`config.mk`:
```
export PLATFORM = sky130hd
export DESIGN_NAME = operand_loader_flat
export DESIGN_NICKNAME = d
export VERILOG_FILES = /design/src/rtl/operand_loader_if.sv /design/src/rtl/operand_loader.sv /design/src/flat_wrapper.sv
export SDC_FILE = /design/constraint.sdc
export NUM_CORES = 1
export LEC_CHECK = 0
export BUFFER_PORTS_ARGS = -buffer_cell sky130_fd_sc_hd__buf_2
export CORE_MARGIN = 5
export CORE_UTILIZATION = 50
export CTS_CLUSTER_DIAMETER = 150
export CTS_CLUSTER_SIZE = 28
export DETAILED_ROUTE_END_ITERATION = 16
export GPL_TIMING_DRIVEN = 0
export PLACE_DENSITY = 0.72
export SLEW_MARGIN = 20
export SYNTH_ARGS = -nofsm -noshare
export SYNTH_HDL_FRONTEND = slang
export SYNTH_SLANG_ARGS = --single-unit
```
`constraint.sdc`:
```
create_clock -name clk -period 3.75 [get_ports clk]
set_input_delay 0.375 -clock clk [delete_from_list [all_inputs] [get_ports clk]]
set_output_delay 0.375 -clock clk [all_outputs]
set_load 0.01 [all_outputs]
```
`src/rtl/operand_loader_if.sv`:
```
// rtl/operand_loader_if.sv - operand loader button/switch inputs and operand outputs
interface operand_loader_if;
  logic       btn;
  logic       clr;
  logic [4:0] sw;
  logic [4:0] a;
  logic [4:0] b;
  logic       ready;
  logic [1:0] phase;

  modport master (
    output btn, clr, sw,
    input  a, b, ready, phase
  );

  modport slave (
    input  btn, clr, sw,
    output a, b, ready, phase
  );
endinterface

```
`src/rtl/operand_loader.sv`:
```
// rtl/operand_loader.sv - debounced push-button loader of two 5-bit subtractor operands
module operand_loader #(
  parameter int DEBOUNCE = 4
) (
  input logic             clk,
  input logic             rst,
  operand_loader_if.slave bus
);

  typedef enum logic [1:0] {
    LOAD_A = 2'b00,
    LOAD_B = 2'b01,
    SHOW   = 2'b10
  } state_t;

  localparam logic [7:0] CNT_LAST = 8'(DEBOUNCE - 1);

  logic       sync1;
  logic       btn_s;
  logic       btn_db;
  logic       btn_db_d;
  logic [7:0] cnt;
  logic       press;

  state_t     state, state_nx;
  logic [4:0] a_q, a_nx;
  logic [4:0] b_q, b_nx;
  logic       ready_q, ready_nx;

  // Two-flop synchronizer for the asynchronous button.
  always_ff @(posedge clk) begin
    if (rst) begin
      sync1 <= 1'b0;
      btn_s <= 1'b0;
    end else begin
      sync1 <= bus.btn;
      btn_s <= sync1;
    end
  end

  // Accept a level change only after DEBOUNCE consecutive differing cycles.
  always_ff @(posedge clk) begin
    if (rst) begin
      btn_db   <= 1'b0;
      btn_db_d <= 1'b0;
      cnt      <= 8'd0;
    end else begin
      btn_db_d <= btn_db;
      if (btn_s == btn_db) begin
        cnt <= 8'd0;
      end else if (cnt == CNT_LAST) begin
        btn_db <= btn_s;
        cnt    <= 8'd0;
      end else begin
        cnt <= cnt + 8'd1;
      end
    end
  end

  // One-cycle event on each accepted rising edge of the debounced level.
  assign press = btn_db & ~btn_db_d;

  // State and operand registers; every output comes straight from these.
  always_ff @(posedge clk) begin
    if (rst) begin
      state   <= LOAD_A;
      a_q     <= 5'd0;
      b_q     <= 5'd0;
      ready_q <= 1'b0;
    end else begin
      state   <= state_nx;
      a_q     <= a_nx;
      b_q     <= b_nx;
      ready_q <= ready_nx;
    end
  end

  // Next state and operand capture; clr wins over a coincident press.
  always_comb begin
    state_nx = state;
    a_nx     = a_q;
    b_nx     = b_q;
    ready_nx = ready_q;
    if (bus.clr) begin
      state_nx = LOAD_A;
      a_nx     = 5'd0;
      b_nx     = 5'd0;
      ready_nx = 1'b0;
    end else if (press) begin
      case (state)
        LOAD_A: begin
          a_nx     = bus.sw;
          state_nx = LOAD_B;
          ready_nx = 1'b0;
        end
        LOAD_B: begin
          b_nx     = bus.sw;
          state_nx = SHOW;
          ready_nx = 1'b1;
        end
        SHOW: begin
          state_nx = LOAD_A;
          ready_nx = 1'b0;
        end
        default: begin
          state_nx = LOAD_A;
          ready_nx = 1'b0;
        end
      endcase
    end
  end

  assign bus.a     = a_q;
  assign bus.b     = b_q;
  assign bus.ready = ready_q;
  assign bus.phase = state;

endmodule

```
`src/flat_wrapper.sv`:
```
// flat-port wrapper written by rule: the top's interface ports become plain ports
module operand_loader_flat 
#(
  parameter int DEBOUNCE = 4
)
  (clk, rst, bus_btn, bus_clr, bus_sw, bus_a, bus_b, bus_ready, bus_phase);
  operand_loader_if bus_i ();
  input logic clk;
  input logic rst;
  input wire logic [$bits(bus_i.btn)-1:0] bus_btn;
  input wire logic [$bits(bus_i.clr)-1:0] bus_clr;
  input wire logic [$bits(bus_i.sw)-1:0] bus_sw;
  output wire logic [$bits(bus_i.a)-1:0] bus_a;
  output wire logic [$bits(bus_i.b)-1:0] bus_b;
  output wire logic [$bits(bus_i.ready)-1:0] bus_ready;
  output wire logic [$bits(bus_i.phase)-1:0] bus_phase;
  assign bus_i.btn = bus_btn;
  assign bus_i.clr = bus_clr;
  assign bus_i.sw = bus_sw;
  assign bus_a = bus_i.a;
  assign bus_b = bus_i.b;
  assign bus_ready = bus_i.ready;
  assign bus_phase = bus_i.phase;
  operand_loader #(.DEBOUNCE(DEBOUNCE)) u_core (.clk(clk), .rst(rst), .bus(bus_i));
endmodule
```
### After elaboration in Yosys (flattened, before gate mapping)

Cells that the tools add are included.

* input bits: 9
* output and inout port bits: 13
* latch bits: 0
* RAM bits: 0
* register bits: 25
* word-level logic and storage cells: 24
* ROM bits: 0
* memories kept: 0

* order comparisons: 0
* equality and inequality tests: 3
* div/mod/pow operators: 0
* add/sub/neg operators: 1
* mux-type cells: 2
* bitwise gates (word level): 3
* shifts and indexed selects: 0
* reduce and logical (&&, ||, !) cells: 6
* $mul: 0

Operator list (number)
* $add 8x1->8 const B: 1
* $eq 8x2->1 const B: 1
* $reduce_and 2->1: 3
* $pmux 2 s2: 1
* $reduce_or 3->1: 1
* $eq 2x1->1 const B: 1
* $logic_not 2->1: 1
* $not 1->1: 2
* $reduce_or 2->1: 1
* $and 1x1->1: 1
* $eq 1x1->1: 1
* $mux 1: 1

### Logic depth before layout (Yosys ltp)

* depth in word-level cells: 3
* gate-level depth with buffers: 4

### Least setup slack after synthesis

Ideal clock, no wire load.

* kind: reg2reg
* from: register u_core.cnt[0]
* to: register u_core.btn_db
* path buffers: 0
* slack: 2219 ps
* stages on the path, launching flop included: 5
* setup time: 70 ps
* period minus slack after synthesis: 1531 ps
* data required time: 3680 ps
* arrival time: 1462 ps
* cells stage by stage: dfxtp_1 > ha_1 > or4b_4 > or3_1 > a21oi_1

* longest elaborated chain between the ends: 2

RTL lines
* start, declared: RTL line operand_loader.sv:22 `logic [7:0] cnt;`
* start signal, assigned: RTL line operand_loader.sv:55 `cnt <= cnt + 8'd1;`
* $eq 8x2->1: RTL line operand_loader.sv:51 `end else if (cnt == CNT_LAST) begin`
* $reduce_and 2->1 (no source line)
* end signal, assigned: RTL line operand_loader.sv:52 `btn_db <= btn_s;`
* end, declared: RTL line operand_loader.sv:20 `logic btn_db;`

No other way between the ends.
A chain may end at the register's enable or synchronous reset.

### Final worst setup path

* from: register u_core.cnt[0]
* to: register u_core.cnt[7]

* longest elaborated chain between the ends: 2

RTL lines
* branches (longest 2 deep; another with $add 8x1->8)

Several ways; the timed one is not identified.

==> flow_summary.ini <==
[run_status]
run_status = finished, final reports clean

[synth]
synth_top_family_by_area = simple AND/OR/NAND/NOR gates
syn-cell-area_um2 = 923.4
synth_compound_gate_area_share_pct = 6.775
syn_nets = 102
post_synthesis_mux_area_share_pct = 10.84
seq_area_frac_synth_pct = 52.03
yosysUniqueCellTypes = 24
synth_simple_gate_area_share_pct = 22.22
synthAdderAreaFrac_pct = 1.355
postSynthAreaPerCell_um2 = 10.04
yosysWarningCount = 0
synth_xor_area_share_pct = 3.794
synthCells = 92
synth.ff_latch_count = 24

[min_path]
worstHoldPathCells = 2
hold_path.class = input port to flop

[cts]
h-tree-depth = 1
post_cts_gate_resize_count = 0
ctsRootBufferMaster = clkbuf_4
clock_tree_from_tritoncts = yes
cts.sinks = 24
path_clk_slew_ns = 0.13
clk_latency_ns = 0.31
cts-buffers-inserted = 3
cts_post_setup_buffers_inserted = 0
cts_max_path_buffers = 2
holdBufCountCts = 0

[worst_setup_path]
reg2regPathDepth = 4
worst_path_buf_inv = 0
crit_arrival_ns = 1.81
worstSetupStartpointType = flop
timing.rr.start = u_core.cnt[0]$_SDFF_PP0_
timing.critical_path.depth = 4
setup.reg_to_reg.worst_slack_ns = 2.13
timing.critical_path.from = u_core.cnt[0]$_SDFF_PP0_
critical_path.endpoint_type = flop
crit_path_max_fanout = 7
crit_path_end = u_core.cnt[7]$_SDFF_PP0_
cp.required_ns = 3.94
worst_path_dominant_cell_family = simple AND/OR/NAND/NOR gates
path_class = flop to flop
critical_path.cell_chain = ha_1, or4b_4, o211ai_2, a21oi_1
cpPeakStageDelay_ns = 0.49
r2r_end = u_core.cnt[7]$_SDFF_PP0_
cpMaxStageDelayCell = or4b_4

[power]
power.density_cell_area_nw_per_um2 = 366.0
netSwitchingPower_uw = 80.70
internal_power_summed_over_all_cells_uw = 320.4
comb_power_share_pct = 2.8
vdd_drop_max_uv = 221.0
power_frac_seq_pct = 64.0
p_leak_nw = 0.4328
power.share.switching_pct = 20.12
post_layout_total_power_uw = 401.1
share_clk_of_total_power_pct = 33.2

[finish]
areaGrowthSynthToFinish_pct = 18.70
inserted_diodes = 0
finish.net_count = 128
ratio_of_cells_with_drive_above_1_in_the_final_layout_pct = 26.50

[floorplanning]
core.rowCount = 15
die_h_um = 52.98
io_pins = 22
core_region_area_um2 = 1745
die_x_um = 52.98
initial_utilization_pct = 52.90
die-area_um2 = 2806

[route]
totalWireLength_mm = 1.626
detailedRoute.firstPassIterationCount = 2
antenna_violating_nets_post_route = 0
detail_route.drc_violations = 0
avgViaCountPerCell = 4.951
routed_length_per_instance_um = 11.45
drt-initial-drc-count = 4
vias = 703

[sta]
clock_skew_ns = 0.004128
timing.final.max_slew_violations = 0
period_share_pct = 43.10
final_report_hold_violation_count = 0
tns_setup_ns = 0
timing.fmax_ghz = 0.6187
setup_viol = 0
worst-slew-pin-transition_ns = 0.5609
shortest_clock_period_the_worst_path_allows_after_layout_ns = 1.616
slew-limit-headroom_pct = 62.45
rsz0062_at_grt = false

[placed_design]
gp_congestion = 0.7076
place_hpwl_mm = 1.223
placement.io_buffers = 21

[global_routing]
initial_antenna_violation_count = 0
grt_max_degree = 14
overflow = 0
number_of_global_route_vias_before_repair = 659
grt_util_all_layers_pct = 13.39
grt_pass1_wl_mm = 2.815

[job]
max-cap-violations = 0
==> sequential cells by signal (all words and copies together) (netlist names) <==
signal            count
u_core.cnt            8
u_core.bus.a          5
u_core.bus.b          5
u_core.btn_db         1
u_core.btn_db_d       1
u_core.btn_s          1
u_core.bus.phase      1
u_core.bus.ready      1
u_core.sync1          1
==> cell usage after synthesis <==
cell type / number / area share (%)
dfxtp_1: 24 / 52
nor2_1: 16 / 6.5
mux2i_1: 10 / 11
a21oi_1: 6 / 3.3
or3_1: 5 / 3.4
o21ai_0: 4 / 2.2
inv_1: 3 / 1.2
nand3_1: 3 / 1.6
nor2b_1: 3 / 2.0
nand2_1: 2 / 0.81
xnor2_1: 2 / 1.9
xor2_1: 2 / 1.9
and3_1: 1 / 0.68
buf_2: 1 / 0.54
buf_4: 1 / 0.81
clkbuf_1: 1 / 0.41
ha_1: 1 / 1.4
nand2b_1: 1 / 0.68
nand4_1: 1 / 0.68
nor4b_4: 1 / 2.6
nor4bb_1: 1 / 1.1
o211ai_2: 1 / 1.4
or2_2: 1 / 0.68
or4b_4: 1 / 1.5
==> per-stage QoR <==
stage          cells  area [um2]  worst slack, ns  hold slack, ns  util, %
5_1_grt          142        1096            1.996          0.2647    62.80
3_3_place_gp     138        1060            2.149          0.4229    60.72
3_5_place_dp     138        1060            2.145          0.4283    60.72
4_1_cts          142        1096            2.127          0.2600    62.80
6_report         142        1096            2.134          0.2639    62.80
2_1_floorplan     92       923.4            2.219          0.4138        -
==> area by class of cell <==
class	instances	area, um2
sequential	24	480.5
inverter	3	11.26
timing repair buffer	21	105.1
fill	173	649.4
buffer	3	16.27
multi-input combinational	62	415.4
clock buffer	4	36.28
tap	25	31.28
==> layout by cell type (no fill, tap or decap), drive strengths merged <==
master / n
dfxtp: 24
buf: 23
nor2: 16
mux2i: 10
a21oi: 6
or3: 5
clkbuf: 5
o21ai: 4
nor2b: 3
nand3: 3
inv: 3
xor2: 2
nand2: 2
xnor2: 2
or2: 1
nor4b: 1
nand2b: 1
nor4bb: 1
nand4: 1
or4b: 1
o211ai: 1
and3: 1
ha: 1
==> per-layer routing <==
metal	routed length, um	track usage, %	vias up
met4	13	5.106	0
li1	-	-	365
met3	74	3.380	2
met2	726	20.66	11
met1	812	17.79	325
met5	0	0	-
==> cell families after synthesis <==
kind of cell | Yosys count
AO/OA/AOI/OAI | 11
XOR/XNOR | 4
adder cells (fa/ha/maj) | 1
buffers and inverters | 6
flip-flops | 24
multiplexers | 10
AND/OR/NAND/NOR | 36
==> power by group through the flow <==
stage	clock network, mW	logic [mW]	registers [mW]
final	0.133	0.0111	0.257
after global routing	0.151	0.0127	0.257
after CTS	0.137	0.0112	0.257
after detailed placement	0	0.0111	0.263
after global placement	0	0.0109	0.263
after floorplan	0	0.00462	0.262
==> worst min path at each step <==
stage / startpoint / to / slack (ns)
after global placement: u_core.sync1$_SDFF_PP0_ / u_core.btn_s$_SDFF_PP0_ / 0.42
after detailed placement: u_core.sync1$_SDFF_PP0_ / u_core.btn_s$_SDFF_PP0_ / 0.43
after CTS: bus_btn / u_core.sync1$_SDFF_PP0_ / 0.26
final: bus_btn / u_core.sync1$_SDFF_PP0_ / 0.26
after floorplan: u_core.sync1$_SDFF_PP0_ / u_core.btn_s$_SDFF_PP0_ / 0.41
after global routing: rst / u_core.btn_db$_SDFFE_PP0P_ / 0.26
==> worst register-to-register path, cell delays in order (launching register included) <==
cell and delay, ns:
dfxtp_1 0.38, ha_1 0.22, or4b_4 0.49, o211ai_2 0.33
a21oi_1 0.08
Power figures use the tool's default switching activity.
